<file path="src/rtl/timer_run_ctrl.sv">
// Run/pause/clear controller for a stopwatch-style timer: three debounced push
// buttons drive an IDLE/RUN/PAUSE state machine and a prescaled count strobe.
module timer_run_ctrl #(
  parameter int DEB_CYCLES = 4,
  parameter int TICK_DIV   = 10
) (
  input  logic       clk,
  input  logic       rst,
  input  logic       start_btn,
  input  logic       stop_btn,
  input  logic       mode_btn,
  output logic       run,
  output logic       count_en,
  output logic       clear,
  output logic       mode,
  output logic [1:0] state
);

  typedef enum logic [1:0] {
    IDLE  = 2'b00,
    RUN   = 2'b01,
    PAUSE = 2'b10
  } state_t;

  localparam int              BTN_START = 0;
  localparam int              BTN_STOP  = 1;
  localparam int              BTN_MODE  = 2;
  localparam logic [7:0]      DEB_LAST  = 8'(DEB_CYCLES - 1);
  localparam logic [15:0]     TICK_LAST = 16'(TICK_DIV - 1);

  state_t      state_q;
  logic [2:0]  raw;
  logic [2:0]  sync1;
  logic [2:0]  sync2;
  logic [2:0]  level;
  logic [2:0]  level_d;
  logic [2:0]  press;
  logic [7:0]  deb_cnt [3];
  logic [15:0] presc;

  assign raw = {mode_btn, stop_btn, start_btn};

  // Synchronizer, debouncer and press-edge detector for all three buttons.
  // The level updates on the DEB_CYCLES-th consecutive differing sample; a
  // matching sample in between restarts the count.
  always_ff @(posedge clk) begin
    if (rst) begin
      sync1   <= '0;
      sync2   <= '0;
      level   <= '0;
      level_d <= '0;
      press   <= '0;
      for (int i = 0; i < 3; i++) deb_cnt[i] <= '0;
    end else begin
      // NOTE: every register here uses <= so all stages sample the values from
      // before this edge; blocking assignments would collapse the flop chain.
      sync1   <= raw;
      sync2   <= sync1;
      level_d <= level;
      press   <= level & ~level_d;
      for (int i = 0; i < 3; i++) begin
        if (sync2[i] != level[i]) begin
          if (deb_cnt[i] == DEB_LAST) begin
            level[i]   <= sync2[i];
            deb_cnt[i] <= '0;
          end else begin
            deb_cnt[i] <= deb_cnt[i] + 8'd1;
          end
        end else begin
          deb_cnt[i] <= '0;
        end
      end
    end
  end

  // Control FSM; stop always wins over a simultaneous start.
  always_ff @(posedge clk) begin
    if (rst) begin
      state_q <= IDLE;
      clear   <= 1'b0;
      mode    <= 1'b0;
      presc   <= '0;
    end else begin
      clear <= 1'b0;
      unique case (state_q)
        IDLE: begin
          presc <= '0;
          if (press[BTN_STOP]) begin
            clear <= 1'b1;
          end else if (press[BTN_START]) begin
            state_q <= RUN;
          end
          if (press[BTN_MODE]) mode <= ~mode;
        end
        RUN: begin
          presc <= (presc == TICK_LAST) ? '0 : presc + 16'd1;
          if (press[BTN_STOP]) state_q <= PAUSE;
        end
        PAUSE: begin
          if (press[BTN_STOP]) begin
            state_q <= IDLE;
            clear   <= 1'b1;
            presc   <= '0;
          end else if (press[BTN_START]) begin
            state_q <= RUN;
          end
        end
        default: state_q <= IDLE;
      endcase
    end
  end

  assign run      = (state_q == RUN);
  assign count_en = (state_q == RUN) && (presc == TICK_LAST);
  assign state    = state_q;

endmodule

</file>
<file path="config.mk">
export PLATFORM = sky130hd
export DESIGN_NAME = timer_run_ctrl
export DESIGN_NICKNAME = d
export VERILOG_FILES = /design/src/rtl/timer_run_ctrl.sv
export SDC_FILE = /design/constraint.sdc
export NUM_CORES = 1
export LEC_CHECK = 0
export CORE_UTILIZATION = 35
export CTS_BUF_LIST = sky130_fd_sc_hd__clkbuf_8
export DETAILED_ROUTE_END_ITERATION = 7
export GPL_TIMING_DRIVEN = 0
export SLEW_MARGIN = 5
export SYNTH_ARGS = -nofsm -noshare
export SYNTH_HDL_FRONTEND = slang
export SYNTH_SLANG_ARGS = --single-unit
</file>
<file path="constraint.sdc">
create_clock -name clk -period 2.3 [get_ports clk]
set_clock_uncertainty 0.15 [all_clocks]
set_input_delay 0.69 -clock clk [delete_from_list [all_inputs] [get_ports clk]]
set_output_delay 0.69 -clock clk [all_outputs]
set_load 0.02 [all_outputs]
</file>
==> impl_metrics.tcl <==
set metrics [dict create \
    layout_commonest_cell "nor2_1" \
    io_buffer_count 9 \
    grt_max_degree 11 \
    ys_types 42 \
    clk_pin_slew_ps 70 \
    start_util_pct 36.7 \
    ios 11 \
    crit_fanout 6 \
    yosys.area.top_type "edfxtp_1" \
    synth_seq_area_share_pct 52.8 \
    overflow 0 \
    clk_latency_ps 330 \
    h-tree-depth 3 \
    synth_area_per_cell_sq_um 9.85 \
    finalNonFillerCells 423 \
    fillers 674 \
    drt_iter0_drc 76 \
    drive_gt1_share_pct 13.3 \
    clock-sinks 59 \
    worstPathRequired_ps 1460 \
    drtPass1Iterations 4 \
    irDropWorstVdd_v 0.000343 \
    place_inst 404 \
    rsz0062_at_grt "true" \
    slew_viol_final 0 \
    grt_pass1_vias 1829 \
    async_reset_ff_share_pct 0 \
    drc 0 \
    cts_inserted_buffers 9 \
    synth_area_sq_um 2690 \
    gp_congestion 0.772 \
    vias_per_cell 4.81 \
    startpoint_type "register" \
    setup_slack_ps -31.2 \
    leakage_uw 0.00122 \
    die_y_microns 89.7 \
    clock_tree.buffer_depth 2 \
    yosys_warnings 0 \
    setup_viol 1 \
    power_uw 2110 \
    hpwl_microns 3320 \
    violations "negative setup slack" \
    root_buffer "clkbuf_8" \
    synth_top_area_share_pct 26.8 \
    die_area_sq_um 8040 \
    placementRows 31 \
    hp-class "reg -> reg" \
    ys_ff_latch 59 \
    nNetsFinal 329 \
    synth_edf_count 24 \
    syn_inst 273 \
    min_period_ps 2330 \
    fin_crit_sh_pct 101 \
    hold_violations 0 \
    synth_area_leaders "edfxtp_1 27%, dfxtp_1 26%, nor2_1 5.2%" \
    die_x_microns 89.7 \
    area_growth_pct 21.7 \
    track_usage_pct 13.9 \
    vias 2035 \
    totalWireLength_microns 4780 \
    powerDensity_nw_per_um2 645 \
    timing.fmax_ghz 0.429 \
    status "complete, but fails checks" \
    antenna_found_initial 0 \
    detail-route-antenna-nets 0 \
    design.core.area_sq_um 7330 \
    ys.flop_type "dfxtp_1" \
    drv_cap 0 \
    diodes 0 \
    arrival_ps 1490 \
    grt_pass1_wl_microns 8360 \
    final_cell_mix "37 x nor2_1, 28 x dfxtp_1, 25 x nand3_1" \
    crit_type "reg -> out" \
    crit_path_end_kind "output port" \
    routedWlPerCell_microns 11.3 \
    cts_tree "done" \
]
[final cells by class]
cell class              count  area [sq um]  area share, %
plain buffers               5          23.8          0.726
clock buffers              10           138           4.20
clock inverters             6          55.1           1.68
inverters                   6          22.5          0.688
multi-input cells         224          1340           41.1
flip-flops and latches     59          1440           43.8
well taps                  99           124           3.78
repair buffers             14           131           4.01
[flip-flops by register name, indices dropped and copies added (netlist names)]
signal	cells
clear	1
level_d	3
level	3
deb_cnt	24
sync1	3
press	3
mode	1
presc	16
sync2	3
state	2
[power by group]
part	total, uW	switching [uW]	internal [uW]
sequential	1130	20.8	1110
clock	925	405	521
combinational	57.0	32.1	24.9
[layer usage]
layer / track usage, % / wire (microns)
met1: 18.1 / 2280
met2: 20.5 / 2190
met3: 5.21 / 218
met4: 6.49 / 83
met5: 0 / 0
[worst max-delay path: stages (launching register included)]
cell,delay [ps]
dfxtp_1,370
nor4_1,270
and4_4,270
and2_4,140
buf_6,100
[kinds of logic after synthesis]
| logic type | count (synthesis) | share of synthesized area, % |
|---|---|---|
| AOI/OAI and AO/OA | 35 | 7.72 |
| xor gates and xnor gates | 22 | 7.16 |
| adders and majority gates | 5 | 2.33 |
| buffers and inverters | 13 | 2.42 |
| DFF | 59 | 52.8 |
| muxes | 1 | 0.372 |
| other | 1 | 0.139 |
| and+or+nand+nor | 137 | 27.0 |
[cell usage after synthesis, types with 7 or more instances]
master	instances
nor2_1	37
nand3_1	25
nand2_1	14
a31oi_1	8
nand2b_1	7
edfxtp_1	24
nor3_1	7
a21oi_1	16
xor2_1	14
and3_1	10
nor2b_1	13
dfxtp_1	35
xnor2_1	8
[stage by stage]
step | hold slack, ps | utilization [%] | instance area, sq um | setup slack, ps | setup TNS (ps)
floorplan | 217 | - | 2780 | 233 | 0
global placement | 222 | 40.8 | 2990 | -385 | -687
detailed placement | 226 | 40.8 | 2990 | -367 | -1020
CTS | 235 | 44.2 | 3240 | -34.3 | -34.3
global route | 249 | 44.6 | 3270 | -69.4 | -124
finish | 232 | 44.6 | 3270 | -31.2 | -31.2
[final timing paths]
path                                            start                     to  slack, ps  cells past startpoint
worst min register to register  level_d[2]$_SDFF_PP0_    press[2]$_SDFF_PP0_        230                      1
worst min-delay path            level_d[2]$_SDFF_PP0_    press[2]$_SDFF_PP0_        230                      1
worst max-delay path            presc[8]$_SDFFE_PP0P_               count_en        -30                      4
worst max register to register  presc[1]$_SDFFE_PP0P_  presc[6]$_SDFFE_PP0P_        270                      9
[repair_timing]
item | CTS | global route
setup buffers | 3 | 2
hold buffers | 0 | 0
gates resized for setup | 21 | 10
pin swaps | 3 | 3
setup endpoints to repair | 2 | 3
No activity file was read; power rests on OpenSTA's default activity.
